--- config.mk ---
export PLATFORM = sky130hd
export DESIGN_NAME = wdt_ctrl
export DESIGN_NICKNAME = d
export VERILOG_FILES = /design/src/rtl/wdt_pkg.sv /design/src/rtl/wdt_ctrl.sv
export SDC_FILE = /design/constraint.sdc
export NUM_CORES = 1
export LEC_CHECK = 0
export CELL_PAD_IN_SITES_DETAIL_PLACEMENT = 0
export CELL_PAD_IN_SITES_GLOBAL_PLACEMENT = 1
export CORE_AREA = 2 2 100 102
export CTS_CLUSTER_SIZE = 12
export DETAILED_ROUTE_END_ITERATION = 16
export DIE_AREA = 0 0 102 104
export PLACE_DENSITY = 0.77
export SLEW_MARGIN = 10
export SYNTH_ARGS = -nofsm -noshare
export SYNTH_HDL_FRONTEND = slang
export SYNTH_SLANG_ARGS = --single-unit
export TNS_END_PERCENT = 10
--- constraint.sdc ---
create_clock -name clk -period 5.4 [get_ports clk]
set_input_delay 0.81 -clock clk [delete_from_list [all_inputs] [get_ports clk]]
set_output_delay 0.81 -clock clk [all_outputs]
set_load 0.01 [all_outputs]
--- src/rtl/wdt_pkg.sv ---
// Shared definitions for the watchdog control front end.
//  - Register byte addresses; only the low 16 address bits are decoded.
//  - The request/response FSM state type.
//  - The default number of cycles wdt_live is held per kick.
package wdt_pkg;

  localparam logic [15:0] WDT_ADDR_EN     = 16'h0100;
  localparam logic [15:0] WDT_ADDR_LIVE   = 16'h0200;
  localparam logic [15:0] WDT_ADDR_TOCNT  = 16'h0300;
  localparam logic [15:0] WDT_ADDR_STATUS = 16'h0400;

  // wdt_live must stay high for at least two cycles so the watchdog's
  // input register always sees it.
  localparam int KICK_HOLD_DEF = 2;

  typedef enum logic {
    IDLE = 1'b0,
    RESP = 1'b1
  } wdt_state_e;

endpackage

--- src/rtl/wdt_ctrl.sv ---
// wdt_ctrl: memory-mapped control front end for the watchdog counter.
//  Decodes single-beat register requests, drives the watchdog's WDEN,
//  WDLIVE and WTOCNT inputs, issues fixed-length kicks, locks the timeout
//  value while enabled and turns the WTO level into a sticky interrupt.
//
// Ports
//  clk        in   1       clock
//  rst        in   1       synchronous reset, active low
//  req_valid  in   1       request valid
//  req_ready  out  1       request accepted when req_valid & req_ready
//  req_write  in   1       1 = write, 0 = read
//  req_addr   in   ADDR_W  register byte address (low 16 bits decoded)
//  req_wdata  in   32      write data
//  rsp_valid  out  1       one-cycle response pulse, one cycle after accept
//  rsp_rdata  out  32      read data, zero unless rsp_valid
//  rsp_err    out  1       error flag, valid with rsp_valid
//  wdt_en     out  1       watchdog WDEN
//  wdt_live   out  1       watchdog WDLIVE (kick)
//  wdt_tocnt  out  CNT_W   watchdog WTOCNT
//  wdt_to     in   1       watchdog WTO level
//  irq_wto    out  1       sticky timeout interrupt
module wdt_ctrl
  import wdt_pkg::*;
#(
  parameter int ADDR_W    = 16,
  parameter int CNT_W     = 32,
  parameter int KICK_HOLD = KICK_HOLD_DEF
) (
  input  logic              clk,
  input  logic              rst,
  input  logic              req_valid,
  output logic              req_ready,
  input  logic              req_write,
  input  logic [ADDR_W-1:0] req_addr,
  input  logic [31:0]       req_wdata,
  output logic              rsp_valid,
  output logic [31:0]       rsp_rdata,
  output logic              rsp_err,
  output logic              wdt_en,
  output logic              wdt_live,
  output logic [CNT_W-1:0]  wdt_tocnt,
  input  logic              wdt_to,
  output logic              irq_wto
);

  localparam int KW = $clog2(KICK_HOLD + 1);

  wdt_state_e        state_q, state_d;
  logic              rsp_valid_q, rsp_valid_d;
  logic [31:0]       rdata_q, rdata_d;
  logic              err_q, err_d;
  logic              en_q, en_d;
  logic [CNT_W-1:0]  tocnt_q, tocnt_d;
  logic [KW-1:0]     kick_cnt_q, kick_cnt_d;
  logic              sticky_q, sticky_d;

  logic              accept;
  logic              kick;
  logic              sticky_clr;
  logic              live_now;
  logic [15:0]       addr_lo;

  // Ready is gated by rst directly so no request can be taken while the
  // block is held in reset, even before the first reset edge.
  assign req_ready = rst && (state_q == IDLE);
  assign accept    = req_valid && req_ready;
  assign addr_lo   = req_addr[15:0];
  assign live_now  = (kick_cnt_q != '0);

  always_comb begin
    state_d     = state_q;
    rsp_valid_d = 1'b0;
    rdata_d     = '0;
    err_d       = 1'b0;
    en_d        = en_q;
    tocnt_d     = tocnt_q;
    kick        = 1'b0;
    sticky_clr  = 1'b0;

    case (state_q)
      IDLE: begin
        if (accept) begin
          state_d     = RESP;
          rsp_valid_d = 1'b1;
          case (addr_lo)
            WDT_ADDR_EN: begin
              if (req_write) begin
                en_d = req_wdata[0];
                // Enabling kicks the core so its count restarts from 0.
                kick = req_wdata[0] && !en_q;
              end else begin
                rdata_d = {31'b0, en_q};
              end
            end
            WDT_ADDR_LIVE: begin
              if (req_write) begin
                kick = req_wdata[0];
              end else begin
                rdata_d = {31'b0, live_now};
              end
            end
            WDT_ADDR_TOCNT: begin
              if (req_write) begin
                // Timeout value is locked while the watchdog runs.
                if (en_q) begin
                  err_d = 1'b1;
                end else begin
                  tocnt_d = CNT_W'(req_wdata);
                end
              end else begin
                rdata_d = 32'(tocnt_q);
              end
            end
            WDT_ADDR_STATUS: begin
              if (req_write) begin
                sticky_clr = req_wdata[0];
              end else begin
                rdata_d = {31'b0, sticky_q};
              end
            end
            default: begin
              err_d = 1'b1;
            end
          endcase
        end
      end
      RESP: begin
        state_d = IDLE;
      end
      default: begin
        state_d = IDLE;
      end
    endcase

    // A kick reloads the hold counter, so a kick during a hold extends it
    // without a gap; otherwise the counter runs down on its own.
    if (kick) begin
      kick_cnt_d = KW'(KICK_HOLD);
    end else if (kick_cnt_q != '0) begin
      kick_cnt_d = kick_cnt_q - KW'(1);
    end else begin
      kick_cnt_d = kick_cnt_q;
    end

    // A timeout seen in the same cycle as a clear wins.
    sticky_d = wdt_to || (sticky_q && !sticky_clr);
  end

  always_ff @(posedge clk) begin
    if (!rst) begin
      state_q     <= IDLE;
      rsp_valid_q <= 1'b0;
      rdata_q     <= '0;
      err_q       <= 1'b0;
      en_q        <= 1'b0;
      tocnt_q     <= '0;
      kick_cnt_q  <= '0;
      sticky_q    <= 1'b0;
    end else begin
      state_q     <= state_d;
      rsp_valid_q <= rsp_valid_d;
      rdata_q     <= rdata_d;
      err_q       <= err_d;
      en_q        <= en_d;
      tocnt_q     <= tocnt_d;
      kick_cnt_q  <= kick_cnt_d;
      sticky_q    <= sticky_d;
    end
  end

  // A response that is pending when reset is asserted is suppressed at
  // once rather than at the next clock edge.
  assign rsp_valid = rsp_valid_q && rst;
  assign rsp_rdata = rsp_valid ? rdata_q : 32'h0;
  assign rsp_err   = rsp_valid && err_q;

  assign wdt_en    = en_q;
  assign wdt_live  = live_now;
  assign wdt_tocnt = tocnt_q;
  assign irq_wto   = sticky_q;

endmodule
Yosys cells after proc, flatten, opt, wreduce, memory -nomap -nowiden
Cells that the tools add are included.
{"block": "word_totals", "regBits": 71, "input_bits": 53, "output_inout_bits": 70, "word_cells": 56}
{"block": "op_classes", "n_addsub": 1, "n_eq_ne": 4, "n_mux": 21, "bitwise": 4, "reduce_logical": 17}
{"cell": "case mux 32 bit (4 select lines)", "count": 1}
{"cell": "two-way mux 32 bit", "count": 2}
{"cell": "== test 16 x 10 -> 1 bit, second input constant", "count": 2}
{"cell": "== test 16 x 11 -> 1 bit, second input constant", "count": 1}
{"cell": "== test 16 x 9 -> 1 bit, second input constant", "count": 1}
{"cell": "two-way mux 1 bit", "count": 13}
{"cell": "logical AND 1 bit", "count": 6}
{"cell": "case mux 1 bit (2 select lines)", "count": 3}
{"cell": "OR reduction 3 bit", "count": 2}
{"cell": "AND reduction 5 bit", "count": 1}
{"cell": "two-way mux 2 bit", "count": 2}
{"cell": "NOT 1 bit", "count": 4}
{"cell": "AND reduction 4 bit", "count": 1}
{"cell": "nonzero test 2 bit", "count": 2}
{"cell": "OR reduction 2 bit", "count": 2}
{"cell": "logical NOT 1 bit", "count": 2}
{"cell": "subtractor 2 x 1 -> 2 bit, second input constant", "count": 1}
{"cell": "logical OR 1 bit", "count": 1}

Logic depth before layout (Yosys ltp)
Gate-level depths: netlist of the first run.
{"block": "depth", "ltp_word": 8, "depth_mapped": 6}

Least setup slack after synthesis of the first run
Ideal clock, no wire load.
{"block": "synth_timing", "kind": "in2reg", "start": "input req_addr[11]", "end": "register rdata_q[10]", "setup_ps": 59, "arrival_ps": 2603, "slack_ps": 2738, "path_stages": 6, "path_buffers": 2, "path_cell_list": "or4_4 or4_1 buf_4 nor4b_4 clkbuf_2 and2_1"}
{"block": "synth_between", "elab_chain_len": 2, "word_cells_on_any_way": 5}
{"element": "from (decl)", "line_no": "wdt_ctrl.sv:34", "source": "input logic [ADDR_W-1:0] req_addr,"}
{"element": "== test 16 x 11 -> 1 bit, or another cell as far along", "line_no": "wdt_ctrl.sv:85", "source": "case (addr_lo)"}
{"element": "case mux 32 bit (4 select lines) (*)", "line_no": "wdt_ctrl.sv:85"}
{"element": "to (signal assigned)", "line_no": "wdt_ctrl.sv:162", "source": "rdata_q <= rdata_d;"}
{"element": "to (decl)", "line_no": "wdt_ctrl.sv:50", "source": "logic [31:0] rdata_q, rdata_d;"}
Mark *: on every way between the ends. The rest lies on a longest branch, timed or not.
A chain may end at the register's enable or synchronous reset.

Final worst setup path of the first run
{"block": "layout_timing", "start": "input req_addr[11]", "end": "register rdata_q[5]"}
The elaborated chain is that of the path after synthesis.

==> flow_metrics.tcl, run 1 <==
set metrics [dict create \
    status "finished clean" \
    viasPerCell 4.63 \
    p_comb_share_pct 6.2 \
    dp_hpwl_mm 5.06 \
    path_delay_family "simple AND/OR/NAND/NOR gates" \
    design_area_sq_um 4310 \
    clockBufferDepth 2 \
    ff_latch_area_sq_um 1400 \
    total_leakage_power_nw 1.60 \
    gp_congestion 0.718 \
    vias 2545 \
    fin_nets 465 \
    synth_nets 358 \
    crit_buf_inv 2 \
    worstSetupStartpointType "input pin" \
    io_pins 123 \
    worstPathMaxFanout 37 \
    cts_tree "done" \
    dr.max_layer_used "met4" \
    avgSynthCellArea_sq_um 9.14 \
    grt_pass1_wl_mm 12.0 \
    hp-class "reg2reg" \
    dieArea_sq_um 10600 \
    grt-ovfl-total 0 \
    worstSetupEndpointType "flop" \
    first_iter_violations 59 \
    route.detailed.drc 0 \
    finalCritPeriodShare_pct 64.1 \
    slowest_stage "or4_1" \
    syn_inst 305 \
    coreArea_sq_um 9550 \
    cts_resized 0 \
    first_pass_iters 4 \
    swShare_pct 20.1 \
    crit_chain "clkdlybuf4s50_1 > or4_4 > or4_1 > nor4b_4 > buf_4 > and2_1" \
    post_drt_wl_per_cell_microns 13.9 \
    die_w_microns 102 \
    max_freq_ghz 0.289 \
    placed_area_sq_um 4090 \
    yosysWarnings 0 \
    setup_ws_ps 1940 \
    switching_power_uw 210 \
    synth.distinct_cells 33 \
    cts_sinks 70 \
    p_per_area_nw_per_um2 242 \
    cap_violations 0 \
    worstRegToRegCells 5 \
    cts-htree-levels 3 \
    port-buffer-count 122 \
    timing.setup.critical_path_class "in2reg" \
    final.fill_count 958 \
    seqPwrFrac_pct 50.0 \
    cp.required_ps 5670 \
    slew_headroom_pct 19.9 \
    root_buffer "clkbuf_8" \
    cts.clk_slew.worst_paths_ps 70 \
    start_util_pct 29.2 \
    clk_latency_ps 330 \
    utilization_pct 45.1 \
    area_delta_synth_final_pct 54.5 \
    antenna_cells 0 \
    ir_drop_v 0.000105 \
    die_h_microns 104 \
    wl_met3_microns 465 \
    preCtsSetupSlack_ps 1570 \
    clkPwrFrac_pct 43.8 \
    multi_input_area_sq_um 1270 \
    drive_gt1_share_pct 6.24 \
    rows 36 \
    netlist_area_sq_um 2790 \
    final-max-slew-violation-count 0 \
    ant_nets 0 \
    synth_seq_cells 70 \
    arrival_ps 3730 \
    grt_pass1_vias 2501 \
    synth_edf_count 0 \
    finalSetupViolations 0 \
    hold_viol 0 \
    wl_met1_mm 3.44 \
    finalCriticalPeriod_ps 3460 \
    hold_path_depth 1 \
    grt_usage_pct 14.2 \
    dr_wl_met2_mm 3.64 \
    holdBufCountCts 0 \
    layout_common_cells "clkdlybuf4s50_1, dfxtp_1, and3_1, nand3_1" \
    antenna_found_initial 0 \
    fin_skew_ps 8.71 \
    post-cts-setup-buffers 0 \
    p_int_uw 833 \
    synth_ff_type "dfxtp_1" \
    rsz0062_at_grt "false" \
    ys_seq_area_share_pct 50.3 \
    final_common_cell "clkdlybuf4s50_1" \
    critical-path-max-stage-delay_ps 1060 \
    worstMarginPinSlew_ps 1200 \
    tns_ps 0 \
    drt-total-wl_mm 7.64 \
    cp.depth 6 \
    synthArstFlopShare_pct 0 \
    cts_buffers 9 \
    grt_max_degree 75 \
]
power groups by stage:
stage	Combinational (mW)	Clock [mW]	Sequential (mW)
6_report	0.0647	0.456	0.521
5_1_grt	0.0692	0.498	0.522
4_1_cts	0.0652	0.472	0.521
3_5_place_dp	0.0648	0	0.533
3_3_place_gp	0.0650	0	0.533
2_1_floorplan	0.0210	0	0.531
kinds of logic after synthesis:
| family | share of synthesized area (%) |
|---|---|
| buf+inv | 4.58 |
| flops | 50.3 |
| compound gates | 15.8 |
| xor+xnor | 0.314 |
| simple gates | 27.9 |
| mux | 1.08 |
worst paths after layout:
check	from	endpoint	slack (ps)
hold reg to reg	kick_cnt_q[0]	kick_cnt_q[0]	460
hold / removal	kick_cnt_q[0]	kick_cnt_q[0]	460
setup / recovery	req_addr[11]	rdata_q[5]	1940
setup reg to reg	state_q	rdata_q[5]	2360
cell usage after synthesis (2+ instances only):
master | number | area share, %
nand2_1 | 6 | 0.81
a21boi_0 | 30 | 8.1
inv_1 | 2 | 0.27
nor3_1 | 5 | 0.90
nor2_1 | 2 | 0.27
nand3_1 | 33 | 5.9
nand3b_1 | 2 | 0.54
o21ai_0 | 32 | 5.7
and2_1 | 32 | 7.2
nor4_1 | 4 | 0.90
nor2b_1 | 3 | 0.67
mux2i_1 | 3 | 1.1
or2_2 | 2 | 0.45
dfxtp_1 | 70 | 50
or4_1 | 2 | 0.54
and3_1 | 33 | 7.4
clkbuf_1 | 26 | 3.5
clkbuf_2 | 3 | 0.54
area by class of cell:
class	instances	share of cell area, %
clock inverter	4	1.63
clock buffer	12	3.37
tap	133	3.86
inverter	2	0.174
sequential	70	32.5
multi-input combinational	203	29.5
timing repair buffer	126	28.9
metrics by stage:
stage               power, mW  instances  hold slack [ps]
global placement        0.598        534              421
detailed placement      0.598        534              452
finish                   1.04        550              459
floorplan               0.552        305              413
global route             1.09        550              489
CTS                      1.06        550              460
state kept, by name, summed over array words and instances, names as in the netlist:
register	cells
state_q	1
wdt_tocnt	32
irq_wto	1
rdata_q	32
err_q	1
wdt_en	1
kick_cnt_q	2
layer usage:
layer  vias to the layer above  global-route usage [%]
met3                         7                    4.03
met4                         0                    4.57
li1                       1281                       -
met1                      1185                    17.9
met5                         -                       0
met2                        72                    23.1
(Power assumes the default switching activity.)
==> run 2, diff against run 1 <==
==> constraint.sdc (replaced) <==
create_clock -name clk -period 3.6 [get_ports clk]
set_input_delay 0.54 -clock clk [delete_from_list [all_inputs] [get_ports clk]]
set_output_delay 0.54 -clock clk [all_outputs]
set_load 0.01 [all_outputs]
==> flow_metrics.tcl, run 2 (synthesized netlist as in run 1, its figures left out) <==
set metrics [dict create \
    io_pins 123 \
    finalCritPeriodShare_pct 75.2 \
    drt-total-wl_mm 7.76 \
    placed_area_sq_um 4110 \
    route.detailed.drc 0 \
    total_leakage_power_nw 1.60 \
    post_drt_wl_per_cell_microns 14.0 \
    p_comb_share_pct 6.7 \
    gp_congestion 0.743 \
    first_iter_violations 67 \
    cts-htree-levels 3 \
    dpl.cell_count 537 \
    path_delay_family "simple AND/OR/NAND/NOR gates" \
    tns_ps 0 \
    cap_violations 0 \
    dp_hpwl_mm 5.19 \
    final_cells 553 \
    utilization_pct 45.2 \
    worst_r2r_endpoint "wdt_en" \
    worstRegToRegCells 5 \
    cp.required_ps 3810 \
    arrival_ps 2910 \
    p_per_area_nw_per_um2 351 \
    final_common_cell "clkdlybuf4s50_1" \
    hold_path_depth 1 \
    cts_resized 0 \
    status "finished clean" \
    hold_viol 0 \
    switching_power_uw 334 \
    p_int_mw 1.18 \
    die_h_microns 104 \
    antenna_cells 0 \
    ant_nets 0 \
    dieArea_sq_um 10600 \
    worstSetupEndpointType "flop" \
    finalCriticalPeriod_ps 2710 \
    finalSetupViolations 0 \
    whs_endpoint "kick_cnt_q[0]" \
    clkPwrFrac_pct 41.8 \
    vias 2542 \
    hold_slack_ps 455 \
    rsz0062_at_grt "false" \
    clockBufferDepth 2 \
    power.total_mw 1.51 \
    cts_buffers 9 \
    area_delta_synth_final_pct 54.8 \
    preCtsSetupSlack_ps 530 \
    drive_gt1_share_pct 7.14 \
    fin_nets 468 \
    ir_drop_v 0.000167 \
    swShare_pct 22.0 \
    grt_pass1_vias 2526 \
    grt_pass1_wl_mm 12.3 \
    hp-class "reg2reg" \
    rows 36 \
    crit_buf_inv 1 \
    worstMarginPinSlew_ps 1010 \
    crit_chain "clkdlybuf4s50_1 > or4b_1 > or3_1 > o21ai_0 > a21boi_0" \
    worstSetupStartpointType "input pin" \
    post-cts-setup-buffers 0 \
    cts.clk_slew.worst_paths_ps 70 \
    seqPwrFrac_pct 51.5 \
    port-buffer-count 122 \
    cts_sinks 70 \
    start_util_pct 29.2 \
    die_w_microns 102 \
    worstPathMaxFanout 33 \
    max_freq_ghz 0.370 \
    grt_max_degree 74 \
    first_pass_iters 4 \
    antenna_found_initial 0 \
    critical-path-max-stage-delay_ps 760 \
    r2r_setup_slack_ps 1270 \
    min-delay-start "kick_cnt_q[0]" \
    setup_ws_ps 894 \
    slew_headroom_pct 32.9 \
    cts_tree "done" \
    clk_latency_ps 340 \
    grt_usage_pct 14.7 \
    slowest_stage "or3_1" \
    final-max-slew-violation-count 0 \
    viasPerCell 4.60 \
    layout_common_cells "clkdlybuf4s50_1, dfxtp_1, and3_1, nand3_1" \
    root_buffer "clkbuf_8" \
    coreArea_sq_um 9550 \
    grt-ovfl-total 0 \
    rr_startpoint "state_q" \
    timing.setup.critical_path_class "in2reg" \
    design_area_sq_um 4310 \
    holdBufCountCts 0 \
    fin_skew_ps 11.9 \
]
[run 2: cell types whose count changed in the layout (fill, tap and decap cells not counted)]
| cell | before | now |
|---|---|---|
| buf_4 | 4 | 7 |
| clkinvlp_4 | 0 | 2 |
| bufinv_16 | 2 | 1 |
| clkbuf_1 | 2 | 1 |
| clkinv_2 | 2 | 1 |
| clkinv_4 | 0 | 1 |
[run 2: cell type report]
class / instances / area (sq um)
tap: 133 / 166
clock inverter: 5 / 58.8
clock buffer: 11 / 141
fill: 985 / 5240
multi-input combinational: 203 / 1270
inverter: 2 / 7.51
sequential: 70 / 1400
timing repair buffer: 129 / 1270
[run 2: worst max path at each step]
stage,startpoint,to,depth (start not counted)
3_5_place_dp,req_addr[11],wdt_en,6
6_report,req_write,wdt_tocnt[11],5
2_1_floorplan,req_addr[11],rdata_q[10],6
5_1_grt,req_write,wdt_tocnt[27],5
3_3_place_gp,req_addr[11],irq_wto,6
4_1_cts,req_addr[11],wdt_en,6
[run 2: layer usage]
| metal | GRT usage (%) | part of all wire, % | vias to the layer above | wire (microns) |
|---|---|---|---|---|
| met5 | 0 | 0 | - | 0 |
| met4 | 6.38 | 1.3 | 0 | 99 |
| met3 | 3.76 | 6.6 | 8 | 513 |
| met2 | 24.0 | 47 | 87 | 3680 |
| met1 | 18.2 | 45 | 1165 | 3480 |
| li1 | - | - | 1282 | - |
[run 2: power by group through the flow]
| stage | clock network (mW) | logic [mW] | registers [mW] |
|---|---|---|---|
| after floorplan | 0 | 0.0315 | 0.796 |
| after global placement | 0 | 0.102 | 0.798 |
| after detailed placement | 0 | 0.102 | 0.798 |
| after CTS | 0.651 | 0.103 | 0.780 |
| after global routing | 0.689 | 0.109 | 0.780 |
| final | 0.634 | 0.101 | 0.780 |
[run 2: worst reg2reg max path: stages, from the launching register on]
cell and delay [ps]:
dfxtp_1 480, nand3b_1 320, or4_1 580, buf_4 290
nor4_1 380, mux2i_1 210
==> run 3, diff against run 2 <==
==> constraint.sdc (replaced) <==
create_clock -name clk -period 2.8 [get_ports clk]
set_input_delay 0.42 -clock clk [delete_from_list [all_inputs] [get_ports clk]]
set_output_delay 0.42 -clock clk [all_outputs]
set_load 0.01 [all_outputs]
==> flow_metrics.tcl, run 3 (synthesized netlist as in run 1, its figures left out) <==
set metrics [dict create \
    final_cells 561 \
    coreArea_sq_um 9550 \
    slowest_stage "or4_1" \
    final_common_cell "clkdlybuf4s50_1" \
    clockBufferDepth 2 \
    cp.required_ps 3010 \
    ir_drop_v 0.000235 \
    holdBufCountCts 0 \
    die_h_microns 104 \
    clkPwrFrac_pct 48.8 \
    final-max-slew-violation-count 0 \
    timing.setup.critical_path_class "in2reg" \
    cts_tree "done" \
    cts-htree-levels 3 \
    worstSetupStartpointType "input pin" \
    first_pass_iters 4 \
    grt-ovfl-total 0 \
    grt_pass1_wl_mm 12.8 \
    rows 36 \
    hp-class "reg2reg" \
    worstMarginPinSlew_ps 468 \
    p_comb_share_pct 6.3 \
    first_iter_violations 81 \
    finalCriticalPeriod_ps 2500 \
    grt_pass1_vias 2558 \
    p_per_area_nw_per_um2 497 \
    post_drt_wl_per_cell_microns 14.6 \
    cap_violations 0 \
    dpl.cell_count 545 \
    dieArea_sq_um 10600 \
    post-cts-setup-buffers 0 \
    grt_max_degree 74 \
    rsz0062_at_grt "false" \
    status "finished clean" \
    route.detailed.drc 0 \
    ant_nets 0 \
    hold_viol 0 \
    seqPwrFrac_pct 44.9 \
    hold_slack_ps 435 \
    start_util_pct 29.2 \
    finalSetupViolations 0 \
    slew_headroom_pct 68.4 \
    antenna_found_initial 0 \
    vias 2601 \
    fin_skew_ps 7.48 \
    max_freq_ghz 0.400 \
    worstSetupEndpointType "flop" \
    viasPerCell 4.64 \
    finalCritPeriodShare_pct 89.2 \
    preCtsSetupSlack_ps -51.9 \
    layout_common_cells "clkdlybuf4s50_1, dfxtp_1, and3_1, nand3_1" \
    critical-path-max-stage-delay_ps 590 \
    swShare_pct 19.6 \
    switching_power_uw 436 \
    cts_buffers 9 \
    crit_chain "clkdlybuf4s50_1 > or4_4 > or4_1 > buf_4 > o311ai_0 > nand2_1" \
    cts_resized 0 \
    p_int_mw 1.79 \
    io_pins 123 \
    area_delta_synth_final_pct 60.8 \
    tns_ps 0 \
    dp_hpwl_mm 5.49 \
    drt-total-wl_mm 8.18 \
    cts.clk_slew.worst_paths_ps 70 \
    root_buffer "clkbuf_8" \
    cts_sinks 70 \
    antenna_cells 0 \
    fin_nets 476 \
    grt_usage_pct 15.3 \
    gp_congestion 0.788 \
    arrival_ps 2710 \
    total_leakage_power_nw 1.68 \
    worstPathMaxFanout 5 \
    setup_ws_ps 303 \
    die_w_microns 102 \
    drive_gt1_share_pct 9.11 \
    clk_latency_ps 340 \
    port-buffer-count 122 \
]
run 3: power by group through the flow:
stage                     Combinational, mW  Sequential [mW]  Clock [mW]
after global placement                0.140             1.02           0
after global routing                  0.151             1.00        1.16
final                                 0.140            0.999        1.09
after detailed placement              0.140             1.02           0
after floorplan                      0.0405             1.02           0
after CTS                             0.141            0.999        1.11
run 3: final cells by class:
cell class / instances / area, sq um
Timing Repair Buffer: 137 / 1370
Fill cell: 951 / 5070
Clock inverter: 6 / 133
Multi-Input combinational cell: 203 / 1270
Inverter: 2 / 7.51
Clock buffer: 10 / 138
Sequential cell: 70 / 1400
Tap cell: 133 / 166
run 3: worst paths after layout:
path                            cells past startpoint             to           from  slack (ps)
worst min-delay path                                1  kick_cnt_q[0]  kick_cnt_q[0]         440
worst min register to register                      1  kick_cnt_q[0]  kick_cnt_q[0]         440
worst max register to register                      5        irq_wto        state_q         810
worst max-delay path                                6        irq_wto   req_addr[11]         300
run 3: worst max-delay path: cells and delay by family:
family                 cells  cell delay [ps]
AOI/OAI and AO/OA          1              460
buffers and inverters      2              600
and+or+nand+nor            3             1230
run 3: stage by stage:
step           util (%)  cell area [sq um]  total power [mW]
6_report           46.9               4480              2.23
5_1_grt            46.9               4480              2.32
4_1_cts            46.9               4480              2.26
3_5_place_dp       44.1               4210              1.16
3_3_place_gp       44.1               4210              1.16
2_1_floorplan         -               2790              1.06
run 3: metal layers:
layer | GRT usage, % | vias to the layer above | part of all wire (%)
li1 | - | 1304 | -
met1 | 19.1 | 1213 | 45
met2 | 25.6 | 76 | 48
met3 | 4.57 | 8 | 5.7
met4 | 4.00 | 0 | 1.1
met5 | 0 | - | 0
